### src/rtl/pipe_hazard_ctrl_if.sv
// Hazard controller bundle: pipeline status in, stall/flush controls out.
// Optional PIPE_HAZARD_PERF_EN adds the 32-bit performance counter outputs.
interface pipe_hazard_ctrl_if;
    logic [4:0]  id_rs_i;
    logic [4:0]  id_rt_i;
    logic        id_uses_rt_i;
    logic        ex_memread_i;
    logic [4:0]  ex_rt_i;
    logic        branch_taken_i;
    logic        mem_req_i;
    logic        mem_ack_i;
    logic        pc_write_o;
    logic        ifid_write_o;
    logic        ifid_flush_o;
    logic        idex_bubble_o;
    logic        back_hold_o;
    logic [1:0]  state_o;
    logic        err_o;
`ifdef PIPE_HAZARD_PERF_EN
    logic [31:0] stall_cnt_o;
    logic [31:0] flush_cnt_o;
    logic [31:0] memwait_cnt_o;
`endif

    modport master (
`ifdef PIPE_HAZARD_PERF_EN
        input  stall_cnt_o, flush_cnt_o, memwait_cnt_o,
`endif
        output id_rs_i, id_rt_i, id_uses_rt_i,
        output ex_memread_i, ex_rt_i, branch_taken_i,
        output mem_req_i, mem_ack_i,
        input  pc_write_o, ifid_write_o, ifid_flush_o,
        input  idex_bubble_o, back_hold_o, state_o, err_o
    );

    modport slave (
`ifdef PIPE_HAZARD_PERF_EN
        output stall_cnt_o, flush_cnt_o, memwait_cnt_o,
`endif
        input  id_rs_i, id_rt_i, id_uses_rt_i,
        input  ex_memread_i, ex_rt_i, branch_taken_i,
        input  mem_req_i, mem_ack_i,
        output pc_write_o, ifid_write_o, ifid_flush_o,
        output idex_bubble_o, back_hold_o, state_o, err_o
    );
endinterface

### src/rtl/pipe_hazard_ctrl.sv
// Stall/flush sequencer: memory wait > load-use > taken branch.
// Define PIPE_HAZARD_PERF_EN to add stall/flush/memwait cycle counters.
module pipe_hazard_ctrl #(
    parameter int unsigned LOAD_STALL_CYCLES = 1,
    parameter int unsigned MEM_TIMEOUT       = 255
) (
    input logic               clk_i,
    input logic               rst_i,
    pipe_hazard_ctrl_if.slave hz
);
    typedef enum logic [1:0] {
        RUN      = 2'd0,
        LU_STALL = 2'd1,
        MEM_WAIT = 2'd2,
        BAD      = 2'd3
    } state_t;

    localparam logic [3:0]  LU_LOAD = 4'(LOAD_STALL_CYCLES - 1);
    localparam logic [15:0] TMO     = 16'(MEM_TIMEOUT);

    state_t      state, state_nxt;
    state_t      prior, prior_nxt;
    state_t      eff;
    logic [3:0]  lu_cnt, lu_cnt_nxt;
    logic [15:0] wait_cnt, wait_cnt_nxt;
    logic        err, err_nxt;
    logic        memstall, loaduse, frozen;
    logic        pc_write, ifid_write, ifid_flush;
    logic        idex_bubble, back_hold;

    assign memstall = hz.mem_req_i & ~hz.mem_ack_i;
    assign loaduse  = hz.ex_memread_i & (hz.ex_rt_i != 5'd0) &
                      ((hz.ex_rt_i == hz.id_rs_i) |
                       (hz.id_uses_rt_i & (hz.ex_rt_i == hz.id_rt_i)));
    assign frozen   = memstall | ((state == MEM_WAIT) & ~hz.mem_ack_i);
    // On ack the wait cycle behaves like the state that was interrupted
    assign eff      = (state == MEM_WAIT) ? prior : state;

    always_ff @(posedge clk_i) begin
        if (rst_i) begin
            state    <= RUN;
            prior    <= RUN;
            lu_cnt   <= '0;
            wait_cnt <= '0;
            err      <= 1'b0;
        end else begin
            state    <= state_nxt;
            prior    <= prior_nxt;
            lu_cnt   <= lu_cnt_nxt;
            wait_cnt <= wait_cnt_nxt;
            err      <= err_nxt;
        end
    end

    always_comb begin
        state_nxt    = state;
        prior_nxt    = prior;
        lu_cnt_nxt   = lu_cnt;
        wait_cnt_nxt = wait_cnt;
        err_nxt      = err;
        pc_write     = 1'b1;
        ifid_write   = 1'b1;
        ifid_flush   = 1'b0;
        idex_bubble  = 1'b0;
        back_hold    = 1'b0;
        if (frozen) begin
            pc_write   = 1'b0;
            ifid_write = 1'b0;
            back_hold  = 1'b1;
            state_nxt  = MEM_WAIT;
            if (state != MEM_WAIT)
                prior_nxt = (state == LU_STALL) ? LU_STALL : RUN;
            if (wait_cnt != TMO)
                wait_cnt_nxt = wait_cnt + 16'd1;
            if (wait_cnt_nxt == TMO)
                err_nxt = 1'b1;
        end else begin
            wait_cnt_nxt = '0;
            unique case (1'b1)
                eff == LU_STALL: begin
                    pc_write    = 1'b0;
                    ifid_write  = 1'b0;
                    idex_bubble = 1'b1;
                    lu_cnt_nxt  = lu_cnt - 4'd1;
                    state_nxt   = (lu_cnt == 4'd1) ? RUN : LU_STALL;
                end
                eff == RUN && loaduse: begin
                    pc_write    = 1'b0;
                    ifid_write  = 1'b0;
                    idex_bubble = 1'b1;
                    state_nxt   = RUN;
                    if (LOAD_STALL_CYCLES > 1) begin
                        state_nxt  = LU_STALL;
                        lu_cnt_nxt = LU_LOAD;
                    end
                end
                eff == RUN && !loaduse && hz.branch_taken_i: begin
                    ifid_flush = 1'b1;
                    state_nxt  = RUN;
                end
                default: state_nxt = RUN;
            endcase
        end
    end

    assign hz.pc_write_o    = pc_write;
    assign hz.ifid_write_o  = ifid_write;
    assign hz.ifid_flush_o  = ifid_flush;
    assign hz.idex_bubble_o = idex_bubble;
    assign hz.back_hold_o   = back_hold;
    assign hz.state_o       = state;
    assign hz.err_o         = err;

`ifdef PIPE_HAZARD_PERF_EN
    logic [31:0] stall_cnt, flush_cnt, memwait_cnt;

    always_ff @(posedge clk_i) begin
        if (rst_i) begin
            stall_cnt   <= '0;
            flush_cnt   <= '0;
            memwait_cnt <= '0;
        end else begin
            if (!pc_write)
                stall_cnt <= stall_cnt + 32'd1;
            if (ifid_flush)
                flush_cnt <= flush_cnt + 32'd1;
            if (state == MEM_WAIT)
                memwait_cnt <= memwait_cnt + 32'd1;
        end
    end

    assign hz.stall_cnt_o   = stall_cnt;
    assign hz.flush_cnt_o   = flush_cnt;
    assign hz.memwait_cnt_o = memwait_cnt;
`endif
endmodule

### src/flat_wrapper.sv
// flat-port wrapper written by rule: the top's interface ports become plain ports
module pipe_hazard_ctrl_flat 
#(
    parameter int unsigned LOAD_STALL_CYCLES = 1,
    parameter int unsigned MEM_TIMEOUT       = 255
)
  (clk_i, rst_i, hz_id_rs_i, hz_id_rt_i, hz_id_uses_rt_i, hz_ex_memread_i, hz_ex_rt_i, hz_branch_taken_i, hz_mem_req_i, hz_mem_ack_i, hz_pc_write_o, hz_ifid_write_o, hz_ifid_flush_o, hz_idex_bubble_o, hz_back_hold_o, hz_state_o, hz_err_o);
  pipe_hazard_ctrl_if hz_i ();
  input logic clk_i;
  input logic rst_i;
  input wire logic [$bits(hz_i.id_rs_i)-1:0] hz_id_rs_i;
  input wire logic [$bits(hz_i.id_rt_i)-1:0] hz_id_rt_i;
  input wire logic [$bits(hz_i.id_uses_rt_i)-1:0] hz_id_uses_rt_i;
  input wire logic [$bits(hz_i.ex_memread_i)-1:0] hz_ex_memread_i;
  input wire logic [$bits(hz_i.ex_rt_i)-1:0] hz_ex_rt_i;
  input wire logic [$bits(hz_i.branch_taken_i)-1:0] hz_branch_taken_i;
  input wire logic [$bits(hz_i.mem_req_i)-1:0] hz_mem_req_i;
  input wire logic [$bits(hz_i.mem_ack_i)-1:0] hz_mem_ack_i;
  output wire logic [$bits(hz_i.pc_write_o)-1:0] hz_pc_write_o;
  output wire logic [$bits(hz_i.ifid_write_o)-1:0] hz_ifid_write_o;
  output wire logic [$bits(hz_i.ifid_flush_o)-1:0] hz_ifid_flush_o;
  output wire logic [$bits(hz_i.idex_bubble_o)-1:0] hz_idex_bubble_o;
  output wire logic [$bits(hz_i.back_hold_o)-1:0] hz_back_hold_o;
  output wire logic [$bits(hz_i.state_o)-1:0] hz_state_o;
  output wire logic [$bits(hz_i.err_o)-1:0] hz_err_o;
  assign hz_i.id_rs_i = hz_id_rs_i;
  assign hz_i.id_rt_i = hz_id_rt_i;
  assign hz_i.id_uses_rt_i = hz_id_uses_rt_i;
  assign hz_i.ex_memread_i = hz_ex_memread_i;
  assign hz_i.ex_rt_i = hz_ex_rt_i;
  assign hz_i.branch_taken_i = hz_branch_taken_i;
  assign hz_i.mem_req_i = hz_mem_req_i;
  assign hz_i.mem_ack_i = hz_mem_ack_i;
  assign hz_pc_write_o = hz_i.pc_write_o;
  assign hz_ifid_write_o = hz_i.ifid_write_o;
  assign hz_ifid_flush_o = hz_i.ifid_flush_o;
  assign hz_idex_bubble_o = hz_i.idex_bubble_o;
  assign hz_back_hold_o = hz_i.back_hold_o;
  assign hz_state_o = hz_i.state_o;
  assign hz_err_o = hz_i.err_o;
  pipe_hazard_ctrl #(.LOAD_STALL_CYCLES(LOAD_STALL_CYCLES), .MEM_TIMEOUT(MEM_TIMEOUT)) u_core (.clk_i(clk_i), .rst_i(rst_i), .hz(hz_i));
endmodule
### config.mk
export PLATFORM = sky130hd
export DESIGN_NAME = pipe_hazard_ctrl_flat
export DESIGN_NICKNAME = d
export VERILOG_FILES = /design/src/rtl/pipe_hazard_ctrl_if.sv /design/src/rtl/pipe_hazard_ctrl.sv /design/src/flat_wrapper.sv
export SDC_FILE = /design/constraint.sdc
export NUM_CORES = 1
export LEC_CHECK = 0
export CAP_MARGIN = 25
export CORE_MARGIN = 10
export CORE_UTILIZATION = 49
export CTS_BUF_LIST = sky130_fd_sc_hd__clkbuf_2 sky130_fd_sc_hd__clkbuf_4 sky130_fd_sc_hd__clkbuf_8
export CTS_CLUSTER_SIZE = 25
export DETAILED_ROUTE_END_ITERATION = 8
export PLACE_DENSITY_LB_ADDON = 0.1
export SETUP_SLACK_MARGIN = 0.02
export SLEW_MARGIN = 40
export SYNTH_ARGS = -nofsm -noshare
export SYNTH_HDL_FRONTEND = slang
export SYNTH_SLANG_ARGS = --single-unit
### constraint.sdc
create_clock -name clk_i -period 5.96 [get_ports clk_i]
set_input_delay 0.894 -clock clk_i [delete_from_list [all_inputs] [get_ports clk_i]]
set_output_delay 0.894 -clock clk_i [all_outputs]
set_load 0.01 [all_outputs]
### Word-level counts from Yosys, hierarchy flattened

Index checks and enable logic that the tools add are counted.

| operators by class | value |
|---|---|
| add/sub/neg operators | 2 |
| multiply operators | 0 |
| div/mod/pow operators | 0 |
| order comparisons | 0 |
| equality and inequality tests | 9 |
| shift-type cells | 0 |
| mux-type cells | 14 |
| bitwise gates (word level) | 10 |
| reduce and logical (&&, ||, !) cells | 12 |

Operators by type and width:

| cell | number |
|---|---|
| $mux W16 | 2 |
| $add A16 B1 Y16 const B | 1 |
| $eq A16 B8 Y1 const B | 1 |
| $ne A16 B8 Y1 const B | 1 |
| $eq A5 B5 Y1 | 2 |
| $mux W1 | 9 |
| $mux W2 | 3 |
| $reduce_and A2 Y1 | 3 |
| $and A1 B1 Y1 | 5 |
| $reduce_bool A5 Y1 | 1 |
| $eq A2 B1 Y1 const B | 2 |
| $eq A4 B1 Y1 const B | 1 |
| $reduce_or A2 Y1 | 2 |
| $sub A4 B1 Y4 const B | 1 |
| $logic_and A1 B1 Y1 | 3 |
| $not A1 Y1 | 3 |
| $reduce_or A3 Y1 | 1 |
| $eq A2 B2 Y1 const B | 1 |
| $logic_not A2 Y1 | 1 |
| $ne A2 B2 Y1 const B | 1 |
| $or A1 B1 Y1 | 2 |
| $logic_not A1 Y1 | 1 |

| word-level totals | value |
|---|---|
| flip-flop bits (word level) | 25 |
| bits in latches | 0 |
| RAM bits | 0 |
| memory bits (read-only) | 0 |
| input bits | 22 |
| output and inout port bits | 8 |
| word-level logic and storage cells | 53 |
| memories | 0 |

### Logic depth before layout (Yosys ltp)

| depth | value |
|---|---|
| word-level depth | 9 |
| depth in mapped cells | 8 |
| depth with buffers taken out | 6 |

### Worst setup path before layout

Ideal clock, no wire load.

| timing | value |
|---|---|
| kind | input port to output port |
| start | input port hz_id_rt_i[3] |
| end | output port hz_pc_write_o |
| arrival time | 2.059 ns |
| required time | 5.066 ns |
| path slack | 3.007 ns |
| cell stages on the path | 6 |
| buffers on the path | 1 |
| cells stage by stage | xnor2_1 > nand4_1 > o22ai_1 > a32o_1 > a211oi_1 > buf_4 |

| on the way | value |
|---|---|
| word-level cells in the longest chain between the ends | 8 |

RTL lines:

| element | line | text |
|---|---|---|
| start, declared | flat_wrapper.sv:12 | `input wire logic [$bits(hz_i.id_rt_i)-1:0] hz_id_rt_i;` |
| $eq A5 B5 Y1 | pipe_hazard_ctrl.sv:34 | `(hz.id_uses_rt_i & (hz.ex_rt_i == hz.id_rt_i)));` |
| $and A1 B1 Y1 | pipe_hazard_ctrl.sv:34 |  |
| $or A1 B1 Y1 | pipe_hazard_ctrl.sv:33 | `((hz.ex_rt_i == hz.id_rs_i) \|` |
| $and A1 B1 Y1 | pipe_hazard_ctrl.sv:32 | `assign loaduse = hz.ex_memread_i & (hz.ex_rt_i != 5'd0) &` |
| $logic_and A1 B1 Y1 | pipe_hazard_ctrl.sv:87 | `eff == RUN && loaduse: begin` |
| $reduce_or A2 Y1 (no line) | n/a |  |
| $mux W1 (2 in a row) | n/a |  |
| end, declared | flat_wrapper.sv:19 | `output wire logic [$bits(hz_i.pc_write_o)-1:0] hz_pc_write_o;` |

No other way between the ends.

### Worst setup path in the final report

| timing | value |
|---|---|
| start | input port hz_ex_rt_i[3] |
| end | output port hz_pc_write_o |

| on the way | value |
|---|---|
| word-level cells in the longest chain between the ends | 8 |
| elaborated cells on any way between the ends | 11 |
| those cells by class | eq/ne (2); mux (2); bitwise (4); reduce/logical (3) |

RTL lines:

| element | line | text |
|---|---|---|
| start, declared | flat_wrapper.sv:15 | `input wire logic [$bits(hz_i.ex_rt_i)-1:0] hz_ex_rt_i;` |
| $eq A5 B5 Y1 | pipe_hazard_ctrl.sv:34 |  |
| $and A1 B1 Y1 | pipe_hazard_ctrl.sv:34 |  |
| $or A1 B1 Y1 | pipe_hazard_ctrl.sv:33 |  |
| $and A1 B1 Y1 (*) | pipe_hazard_ctrl.sv:32 |  |
| $logic_and A1 B1 Y1 (*) | pipe_hazard_ctrl.sv:87 |  |
| $reduce_or A2 Y1 (no line) (*) | n/a |  |
| $mux W1 (*) | pipe_hazard_ctrl.sv:79 | `unique case (1'b1)` |
| $mux W1 (*) | pipe_hazard_ctrl.sv:66 | `if (frozen) begin` |

Mark *: on every way between the ends. The rest lies on a longest branch, timed or not.

==> impl_metrics.ini <==
[critical_path]
cp.required_ps = 5070
r2r_cells = 6
critical-path-top-delay-family = buffers and inverters
crit_chain = clkdlybuf4s50_1, xnor2_1, nand4_1, o22ai_1, a32o_1, a211oi_1, clkdlybuf4s50_1
cp_num_buf_inv = 2
critPathMaxStageDelay_ps = 620
cp-start-kind = input port
critical_path.max_fanout = 3
cp.depth = 7
cp_slowest_cell = clkdlybuf4s50_1
critical_path_class = input port to output port
endpoint_kind = output port
r2r-start = u_core.wait_cnt[0]$_SDFF_PP0_
timing.critical_path.from = hz_ex_rt_i[3]
cp_common_cell = clkdlybuf4s50_1
crit_end = hz_pc_write_o
arrival_ps = 2920
r2r-end = u_core.hz.err_o$_SDFFE_PP0P_
timing.reg2reg.setup_slack_ps = 3610

[cts]
cts_resized = 0
htreeDepth = 1
cts_setup_buffers = 0
root_buffer = clkbuf_4
cts_hold_buf = 0
cts_buffers = 3
clock_latency_ps = 310
clock-sinks = 24
clk_pin_slew_ps = 120
cts_buffer_depth = 2
tritoncts = yes

[timing]
hold_violations = 0
worstMarginPinSlew_ps = 560.4
fin_crit_ps = 3816
slew_headroom_pct = 62.56
fin_tns_setup_ps = 0
max_freq_mhz = 262.0
post-route-period-util_pct = 64.03
setup_viol = 0
rsz0062_at_grt = false
final_max_slew_viol_count = 0
fin_skew_ps = 3.558

[grt]
antenna_found_initial = 0
grt_first_pass_wirelength_mm = 6.058
grt_max_degree = 17
grt_pass1_vias = 1331
gr-total-overflow = 0
grt_usage_pct = 12.27

[synthesis]
synth_nets = 214
avgSynthCellArea_um2 = 8.169
async_flop_share_pct = 0
synth_cell_types = 46
synth-seq-cells = 24
syn_inst = 189
seq_area_frac_synth_pct = 31.12
synth_edf_count = 0
synthesis.area_mm2 = 0.001544
synth-main-ff-cell = dfxtp_1
yosysWarnings = 0

[finish]
final_cell_mix = clkdlybuf4s50_1, nor2_1, dfxtp_1
final_common_cell = clkdlybuf4s50_1
drive_gt1_share_pct = 5.238
multi_input_area_um2 = 950.9
area_growth_pct = 19.85
nFillCells = 283
regArea_um2 = 480.5
nets = 236
postLayoutCoreUtil_pct = 61.12
n_antenna_cell = 0
final_cells = 254

[floorplanning]
dieArea_mm2 = 0.005797
die_w_um = 76.14
core_region_area_mm2 = 0.003028
rows = 20
start_util_pct = 50.99
io_pins = 30
fp.dieH_um = 76.14

[pwr]
seqPwrFrac_pct = 56.8
p_comb_share_pct = 13.7
clkPwrFrac_pct = 29.5
pwr_density_cell_mw_per_mm2 = 154.6
p_sw_w = 0.00006357
p_int_w = 0.0002225
total_leakage_power_nw = 0.6231
ir_drop_mv = 0.07521
switching_share_pct = 22.23

[detailed_routing]
wl_per_cell_um = 14.13
drc_errors = 0
dr.first_iter.drc_count = 115
drt_pass1_iterations = 4
wirelength_mm = 3.590
ant_nets = 0
vias = 1367
via_per_inst = 5.382

[place]
hpwl_mm = 2.894
port_buffers = 29
dp_cells = 250
place_congestion = 0.8667

[status]
status = finished clean

[job]
drv_cap = 0

[min_path]
min_path_type = flip-flop to flip-flop
[sequential cells by signal, indices dropped and copies added (netlist names)]
register / flops
u_core.prior: 1
u_core.wait_cnt: 16
u_core.hz.state_o: 2
u_core.hz.err_o: 1
u_core.lu_cnt: 4
[worst min-delay path by stage]
| stage | slack (ps) | end | cells after the start | from |
|---|---|---|---|---|
| 2_1_floorplan | 460 | u_core.prior[0]$_SDFFE_PP0P_ | 2 | u_core.prior[0]$_SDFFE_PP0P_ |
| 3_3_place_gp | 460 | u_core.hz.err_o$_SDFFE_PP0P_ | 2 | u_core.hz.err_o$_SDFFE_PP0P_ |
| 3_5_place_dp | 480 | u_core.hz.err_o$_SDFFE_PP0P_ | 2 | u_core.hz.err_o$_SDFFE_PP0P_ |
| 4_1_cts | 510 | u_core.hz.err_o$_SDFFE_PP0P_ | 2 | u_core.hz.err_o$_SDFFE_PP0P_ |
| 5_1_grt | 530 | u_core.hz.err_o$_SDFFE_PP0P_ | 2 | u_core.hz.err_o$_SDFFE_PP0P_ |
| 6_report | 510 | u_core.hz.err_o$_SDFFE_PP0P_ | 2 | u_core.hz.err_o$_SDFFE_PP0P_ |
[metrics by stage]
step	setup slack [ps]	power, W	hold WS [ps]	area, um2
after floorplan	3007	0.0001823	462.5	1544
after global placement	2221	0.0002045	460.1	1814
after detailed placement	2123	0.0002057	484.5	1814
after CTS	2134	0.0002909	506.6	1851
after global routing	2015	0.0003041	534.4	1851
final	2144	0.0002860	505.7	1851
[area by class of cell]
| type | count | share of cell area [%] |
|---|---|---|
| multi-input cells | 144 | 51.39 |
| well taps | 44 | 2.975 |
| flip-flops and latches | 24 | 25.96 |
| repair buffers | 30 | 16.09 |
| inverters | 8 | 1.623 |
| clock buffers | 4 | 1.961 |
[kinds of logic (layout without fill, tap and decap cells)]
group	after synthesis	in the layout	share of synthesized area, %
AO/OA/AOI/OAI	31	31	14.34
XOR/XNOR	25	25	14.18
flip-flops	24	24	31.12
adder cells (fa/ha/maj)	3	3	2.431
buffers and inverters	21	42	7.293
multiplexers	2	2	1.297
AND/OR/NAND/NOR	83	83	29.34
[worst register-to-register path: stages, from the launching register on]
cell	delay [ps]
dfxtp_1	540
ha_1	370
nand3_1	260
nor3_1	410
mux2i_1	240
o2111ai_1	160
o32ai_2	290
[per-layer routing]
metal | part of all wire [%] | GRT usage (%) | vias up
li1 | - | - | 694
met1 | 43 | 14.17 | 642
met2 | 51 | 21.17 | 25
met3 | 4.8 | 3.892 | 6
met4 | 1.5 | 3.346 | 0
met5 | 0 | 0 | -
[power by group through the flow]
stage,logic [W],clock network [W],registers (W)
floorplan,0.0000168,0,0.000165
global placement,0.0000384,0,0.000166
detailed placement,0.0000396,0,0.000166
CTS,0.0000397,0.0000886,0.000163
global route,0.0000422,0.0000990,0.000163
finish,0.0000391,0.0000844,0.000163
[cells in the mapped netlist, types with 5 or more instances]
master | count | share of area [%]
nand4_1 | 5 | 2.0
xnor2_1 | 17 | 9.6
xor2_1 | 8 | 4.5
dfxtp_1 | 24 | 31
nand3_1 | 10 | 3.2
nor3_1 | 5 | 1.6
inv_1 | 8 | 1.9
a21oi_1 | 7 | 2.3
nand2_1 | 15 | 3.6
buf_4 | 6 | 2.9
nor2_1 | 26 | 6.3
No activity file was read; power rests on OpenSTA's default activity.
